<file path="src/rtl/mode_counter.sv">
// Modulus counter with up/down/ping-pong/hold modes, load, wrap/saturate and registered flags.
// Optional build macro MODE_COUNTER_PRESCALE_EN adds a PRE_DIV enable prescaler.
module mode_counter #(
  parameter int unsigned N       = 8,
  parameter int unsigned MAX     = (2 ** N) - 1,
  parameter int unsigned PRE_DIV = 4
) (
  input  logic         clk,
  input  logic         reset,
  input  logic         en,
  input  logic         load,
  input  logic [N-1:0] load_val,
  input  logic [1:0]   mode,
  input  logic         sat,
  output logic [N-1:0] counter,
  output logic         dir,
  output logic         tc
);

  typedef enum logic [1:0] {
    ModeUp   = 2'b00,
    ModeDown = 2'b01,
    ModePing = 2'b10,
    ModeHold = 2'b11
  } mode_e;

  localparam logic [N-1:0] MaxV = N'(MAX);

  if (N < 2 || MAX < 1 || PRE_DIV < 1) begin : g_param_check
    $error("mode_counter: illegal parameter set");
  end

  logic [N-1:0] r_cnt;
  logic         r_dir;
  logic         r_tc;

  logic [N-1:0] w_cnt_d;
  logic         w_dir_d;
  logic         w_tc_d;
  logic         w_tick;
  logic         w_step;
  mode_e        w_mode;

  assign w_mode = mode_e'(mode);

`ifdef MODE_COUNTER_PRESCALE_EN
  localparam int unsigned    PreW    = (PRE_DIV > 1) ? $clog2(PRE_DIV) : 1;
  localparam logic [PreW-1:0] PreLast = PreW'(PRE_DIV - 1);

  logic [PreW-1:0] r_pre;
  logic            w_pre_wrap;

  assign w_pre_wrap = (r_pre == PreLast);

  // Prescaler counts every enabled cycle, even in hold mode; load restarts the division.
  always_ff @(posedge clk) begin
    if (reset || load) begin
      r_pre <= '0;
    end else if (en) begin
      r_pre <= w_pre_wrap ? '0 : r_pre + 1'b1;
    end
  end

  assign w_tick = w_pre_wrap;
`else
  assign w_tick = 1'b1;
`endif

  assign w_step = en && !load && (w_mode != ModeHold) && w_tick;

  always_comb begin
    w_cnt_d = r_cnt;
    w_dir_d = r_dir;
    w_tc_d  = 1'b0;
    if (load) begin
      w_cnt_d = (load_val > MaxV) ? MaxV : load_val;
    end else if (w_step) begin
      unique case (w_mode)
        ModeUp: begin
          w_dir_d = 1'b1;
          if (r_cnt > MaxV) begin
            w_cnt_d = '0;
            w_tc_d  = 1'b1;
          end else if (r_cnt == MaxV) begin
            w_cnt_d = sat ? MaxV : '0;
            w_tc_d  = 1'b1;
          end else begin
            w_cnt_d = r_cnt + 1'b1;
          end
        end
        ModeDown: begin
          w_dir_d = 1'b0;
          if (r_cnt > MaxV) begin
            w_cnt_d = MaxV;
            w_tc_d  = 1'b1;
          end else if (r_cnt == '0) begin
            w_cnt_d = sat ? '0 : MaxV;
            w_tc_d  = 1'b1;
          end else begin
            w_cnt_d = r_cnt - 1'b1;
          end
        end
        ModePing: begin
          // Out-of-range values recover like up/down, keeping the current direction.
          if (r_dir) begin
            if (r_cnt > MaxV) begin
              w_cnt_d = '0;
              w_tc_d  = 1'b1;
            end else if (r_cnt == MaxV) begin
              w_cnt_d = MaxV - 1'b1;
              w_dir_d = 1'b0;
              w_tc_d  = 1'b1;
            end else begin
              w_cnt_d = r_cnt + 1'b1;
            end
          end else begin
            if (r_cnt > MaxV) begin
              w_cnt_d = MaxV;
              w_tc_d  = 1'b1;
            end else if (r_cnt == '0) begin
              w_cnt_d = {{(N-1){1'b0}}, 1'b1};
              w_dir_d = 1'b1;
              w_tc_d  = 1'b1;
            end else begin
              w_cnt_d = r_cnt - 1'b1;
            end
          end
        end
        ModeHold: begin
          w_cnt_d = r_cnt;
        end
        default: begin
          w_cnt_d = r_cnt;
        end
      endcase
    end
  end

  always_ff @(posedge clk) begin
    if (reset) begin
      r_cnt <= '0;
      r_dir <= 1'b1;
      r_tc  <= 1'b0;
    end else begin
      r_cnt <= w_cnt_d;
      r_dir <= w_dir_d;
      r_tc  <= w_tc_d;
    end
  end

  assign counter = r_cnt;
  assign dir     = r_dir;
  assign tc      = r_tc;

endmodule

</file>
<file path="config.mk">
export PLATFORM = sky130hd
export DESIGN_NAME = mode_counter
export DESIGN_NICKNAME = d
export VERILOG_FILES = /design/src/rtl/mode_counter.sv
export SDC_FILE = /design/constraint.sdc
export NUM_CORES = 1
export LEC_CHECK = 0
export CORE_MARGIN = 4
export CORE_UTILIZATION = 30
export DETAILED_ROUTE_END_ITERATION = 8
export GPL_ROUTABILITY_DRIVEN = 0
export SLEW_MARGIN = 40
export SYNTH_ARGS = -nofsm -noshare
export SYNTH_HDL_FRONTEND = slang
export SYNTH_SLANG_ARGS = --single-unit
</file>
<file path="constraint.sdc">
create_clock -name clk -period 4.79 [get_ports clk]
set_input_delay 0.958 -clock clk [delete_from_list [all_inputs] [get_ports clk]]
set_output_delay 0.958 -clock clk [all_outputs]
set_load 0.03 [all_outputs]
</file>
==> flow_summary.yaml, run 1 <==
status:
  outcome: "complete, no violations"
run:
  drv_cap: 0
cells_and_area:
  drive_gt1_share_pct: 6.965
  area_growth_pct: 19.87
  fin_area_um2: 1600
  diodes: 0
  nets: 225
clock_network:
  cts_hold_buffers: 0
  cts_root_buffer: "clkbuf_8"
  cts_buffers: 3
  cts_resized: 0
  cts_setup_buffers: 0
  cts_tree: "done"
  clock_path_buffers: 2
  clkSinkCount: 10
  clkLatencyLatePin_ns: 0.25
  cts-htree-levels: 1
  cts.clk_slew.worst_paths_ns: 0.05
grt:
  grt.overflow.total: 0
  antenna_found_initial: 0
  grt_max_degree: 22
  gr-usage-met1_pct: 24.04
  met3_usage_pct: 2.937
  grt_pass1_vias: 1464
  grt_pass1_wl_um: 7307
  grtUsageTotal_pct: 17.21
  use_met2_pct: 25.46
  grt_busiest_layer: "met2"
synthesis:
  synthArstFlopShare_pct: 0
  synth_top_cell_area_share_pct: 15.00
  yosys.area_share.simple_pct: 29.99
  synth_fa_ha_area_share_pct: 7.498
  netlist_area_um2: 1335
  synthesis.instances: 191
  synth_nets: 214
  synth_area_leaders: "dfxtp_1 15%, ha_1 7.5%, a21oi_1 6.7%, nor2_1 5.3%, o21ai_0 5.2%"
  yosys.area_share.xor_xnor_pct: 1.968
  synth_commonest_cells: "19 x nor2_1, 18 x a21oi_1, 14 x nand2_1, 14 x o21ai_0, 12 x clkbuf_1"
  ys_seq_area_share_pct: 15.00
  ys.flop_type: "dfxtp_1"
  yosysMostFrequentCell: "nor2_1"
  synth_top_family_by_area: "compound AO/OA/AOI/OAI gates"
  synth_compound_area_share_pct: 35.80
  synth_cell_types: 49
  yosysWarnings: 0
  synth_area_per_cell_um2: 6.990
  synth_area_leader_cell: "dfxtp_1"
  synth-seq-cells: 10
  synth_mux_area_share_pct: 0.8435
  synth_edf_count: 0
min_path:
  whs_endpoint: "counter[3]"
  hp-start: "counter[3]"
  min_path_type: "reg2reg"
  holdPathStages: 2
power:
  comb_power_share_pct: 38.2
  switching_power_mw: 0.1410
  p_int_mw: 0.2216
  seqPwrFrac_pct: 29.9
  p_per_area_nw_per_um2: 226.6
  clock_power_share_pct: 31.9
  p_sw_share_pct: 38.88
  p_leak_nw: 0.5694
  vdd_drop_max_mv: 0.08182
routing:
  drtPass1Iterations: 4
  vias: 1549
  drc: 0
  final_antenna_net_count: 0
  wl_per_cell_um: 17.49
  drt_iter0_drc: 319
  drt_wl_total_um: 4390
  vias_per_cell: 6.171
sta:
  max-slew-margin-rel_pct: 47.90
  rsz0062_at_grt: "no"
  slew_violations: 0
  timing.final.ws_setup_ns: 1.618
  fmax_mhz: 315.3
  setup_viol: 0
  finClkSkew_ns: 0.002741
  tightest_slew_ns: 0.7798
  hold_ws_ns: 0.7655
  setup_tns_ns: 0
  period_share_pct: 66.22
  hold_violations: 0
  timing.final.crit_period_ns: 3.172
placed_design:
  port_buffers: 24
  hpwl_um: 3101
  place_area_um2: 1545
  dp_worst_setup_slack_ns: 1.422
critical_path:
  path_class: "in2reg"
  cp.arrival_ns: 3.33
  end_kind: "flop"
  r2r_cells: 7
  reg2reg_slack_ns: 2.28
  critPathRequiredTime_ns: 4.95
  worstPathMaxFanout: 19
  reg2reg_from: "counter[0]"
  reg2reg_to: "counter[0]"
  startpoint: "load"
  start_kind: "input port"
die:
  dieArea_um2: 5582
  design.core.area_um2: 4144
  io_pins: 25
  fp-row-count: 23
  initial_core_util_pct: 32.22
  chipWidth_um: 74.71
  chipHeight_um: 74.71
[registers in the layout (all words and copies together), names as in the netlist]
signal,count
dir,1
tc,1
counter,8
[kinds of logic (layout without fill, tap and decap cells)]
logic type,Yosys count,count (layout)
compound gates,69,69
xor+xnor,3,3
fa+ha+maj,8,8
buf+inv,25,35
flops,10,10
mux,1,1
simple gates,75,75
[critical path, stage by stage]
cell and delay [ns]:
clkdlybuf4s50_1 0.72, nor3b_1 0.79, o2bb2ai_1 0.12, a2111oi_0 0.40, a21oi_1 0.08, a311oi_1 0.25
[cells in the final DEF (no fill, tap or decap), types with 3 or more instances in the layout]
master / Yosys / final
clkdlybuf4s50_1: 0 / 24
nor2_1: 19 / 19
a21oi_1: 18 / 18
nand2_1: 14 / 14
o21ai_0: 14 / 14
dfxtp_1: 10 / 10
nor3_1: 9 / 9
ha_1: 8 / 8
inv_1: 7 / 7
a31oi_1: 5 / 5
nand3_1: 4 / 4
o22ai_1: 4 / 4
a22oi_1: 4 / 4
clkbuf_8: 0 / 4
nand4_1: 3 / 3
nor3b_1: 3 / 3
nand2b_1: 3 / 3
nand3b_1: 3 / 3
a311oi_1: 3 / 3
nor2b_1: 3 / 3
o41ai_1: 3 / 3
or3_1: 3 / 3
[power by group through the flow]
| stage | logic (mW) | registers, mW | clock network (mW) |
|---|---|---|---|
| after floorplan | 0.103 | 0.105 | 0 |
| after global placement | 0.137 | 0.110 | 0 |
| after detailed placement | 0.136 | 0.109 | 0 |
| after CTS | 0.137 | 0.107 | 0.118 |
| after global routing | 0.153 | 0.110 | 0.123 |
| final | 0.139 | 0.108 | 0.116 |
[cell type report]
type                            count  area (um^2)
Sequential cell                    10        200.2
Multi-Input combinational cell    156         1016
Clock buffer                        4        55.05
Fill cell                         479         2544
Timing Repair Buffer               24        240.2
Inverter                            7        26.28
Tap cell                           50        62.56
[worst max-delay path by stage]
stage	endpoint	slack, ns	cells past startpoint
after global placement	counter[3]	1.59	6
after global routing	counter[3]	1.20	6
after floorplan	counter[6]	2.35	7
final	counter[3]	1.62	6
after detailed placement	counter[3]	1.42	6
after CTS	counter[3]	1.67	6
[routing by layer]
layer / part of all wire (%) / up-vias
met3: 9.2 / 13
met5: 0 / -
li1: - / 738
met1: 43 / 719
met4: 2.6 / 0
met2: 45 / 79
[through the flow]
| step | power (mW) | utilization (%) | cells |
|---|---|---|---|
| 4_1_cts | 0.3628 | 38.62 | 251 |
| 5_1_grt | 0.3858 | 38.62 | 251 |
| 3_5_place_dp | 0.2458 | 37.29 | 247 |
| 3_3_place_gp | 0.2474 | 37.29 | 247 |
| 6_report | 0.3626 | 38.62 | 251 |
| 2_1_floorplan | 0.2087 | - | 191 |
(Power assumes the default switching activity.)
==> inputs of run 2 (changes only) <==
==> constraint.sdc (replaced) <==
create_clock -name clk -period 2.7 [get_ports clk]
set_input_delay 0.54 -clock clk [delete_from_list [all_inputs] [get_ports clk]]
set_output_delay 0.54 -clock clk [all_outputs]
set_load 0.03 [all_outputs]
==> run 2 against run 1 <==
Sequential power is 64% higher. Sequential share of layout area is 0.69 points lower. First-iteration DRC count is 17% lower. Total power grew 73%. Hold slack got worse by 0.17 ns. Final cell count up 4.4%. Clock skew down 0.00080 ns.
==> flow_summary.yaml, run 2 (synthesis results as in run 1) <==
status:
  outcome: "complete, no violations"
critical_path:
  crit_family: "simple AND/OR/NAND/NOR gates"
  start_kind: "flop"
  worstPathMaxFanout: 10
  path_class: "reg2reg"
  reg2reg_slack_ns: 0.25
  critPathRequiredTime_ns: 2.80
  worstPathBufferInverterCount: 1
  worst_path_largest_cell_delay_ns: 0.52
  end_kind: "flop"
  cpMaxStageDelayCell: "or3b_2"
  worstPathCellList: "inv_1 -> ha_1 -> or3b_2 -> or2_1 -> o21a_4 -> a311oi_1 -> o22ai_1"
  cp.arrival_ns: 2.55
grt:
  grt_pass1_wl_um: 7017
  grt_max_degree: 21
  grt.overflow.total: 0
  grt_pass1_vias: 1363
  antenna_found_initial: 0
  grtUsageTotal_pct: 16.08
sta:
  finClkSkew_ns: 0.001939
  period_share_pct: 90.73
  fmax_mhz: 408.2
  tightest_slew_ns: 0.5288
  max-slew-margin-rel_pct: 64.63
  slew_violations: 0
  setup_tns_ns: 0
  setup_viol: 0
  rsz0062_at_grt: "no"
  hold_violations: 0
  timing.final.crit_period_ns: 2.450
cells_and_area:
  largest_reg_flops: 8
  diodes: 0
  fillers: 455
  drive_gt1_share_pct: 12.26
  area_growth_pct: 26.90
  nets: 237
  layout_commonest_cell: "clkdlybuf4s50_1"
  fin_area_um2: 1694
  final_cell_mix: "24 x clkdlybuf4s50_1, 19 x nor2_1, 18 x a21oi_1"
routing:
  drtPass1Iterations: 4
  drt_iter0_drc: 265
  final_antenna_net_count: 0
  vias: 1541
  drc: 0
  vias_per_cell: 5.882
  drt_wl_total_um: 4331
  wl_per_cell_um: 16.53
clock_network:
  clock_path_buffers: 2
  cts_buffers: 3
  cts_hold_buffers: 0
  cts_setup_buffers: 0
  clkSinkCount: 10
  cts_resized: 0
  clkLatencyLatePin_ns: 0.24
  cts.clk_slew.worst_paths_ns: 0.05
  cts_root_buffer: "clkbuf_8"
  cts-htree-levels: 1
  cts_tree: "done"
die:
  io_pins: 25
  design.core.area_um2: 4144
  dieArea_um2: 5582
  chipWidth_um: 74.71
  fp-row-count: 23
  initial_core_util_pct: 32.22
  chipHeight_um: 74.71
placed_design:
  place_area_um2: 1648
  port_buffers: 24
  hpwl_um: 3113
power:
  finalPower_mw: 0.6256
  vdd_drop_max_mv: 0.1317
  p_leak_nw: 0.6278
  p_per_area_nw_per_um2: 369.3
min_path:
  min_path_type: "reg2reg"
run:
  drv_cap: 0
run 2: cell types whose count changed in the layout (fill, tap and decap cells not counted), sizes merged:
cell / change
buf: +12
clkbuf: -1
run 2: metrics by stage:
step,setup slack (ns),instances,hold WS (ns),utilization (%)
final,0.2504,262,0.5975,40.88
after global routing,0.1093,262,0.6601,40.88
after floorplan,0.3508,191,0.7293,-
after CTS,0.2912,262,0.6011,40.76
after global placement,0.1135,259,0.5819,39.76
after detailed placement,0.04525,259,0.5921,39.76
run 2: worst register-to-register path, stage by stage, from the launching register on:
cell	delay [ns]
dfxtp_1	0.41
inv_1	0.14
ha_1	0.20
or3b_2	0.52
or2_1	0.39
o21a_4	0.29
a311oi_1	0.25
o22ai_1	0.11
run 2: final timing paths:
check,from,cells past startpoint,endpoint
setup / recovery,counter[1],7,counter[1]
hold / removal,counter[3],2,counter[3]
setup reg to reg,counter[1],7,counter[1]
hold reg to reg,counter[3],2,counter[3]
run 2: metal layers:
layer | vias to the layer above | global-route usage (%) | wire, um
met5 | - | 0 | 0
li1 | 761 | - | -
met1 | 710 | 24.22 | 2065
met4 | 0 | 5.731 | 54
met3 | 6 | 1.335 | 319
met2 | 64 | 23.71 | 1892
run 2: final cells by class:
type / count / area [um^2] / area share, %
multi-input combinational: 156 / 1021 / 60.27
timing repair buffer: 36 / 342.8 / 20.24
sequential: 10 / 200.2 / 11.82
tap: 50 / 62.56 / 3.693
clock buffer: 3 / 41.29 / 2.437
inverter: 7 / 26.28 / 1.551
run 2: power by group:
part | internal, mW | switching [mW]
clock network | 0.0984 | 0.0671
registers | 0.157 | 0.0197
logic | 0.125 | 0.158
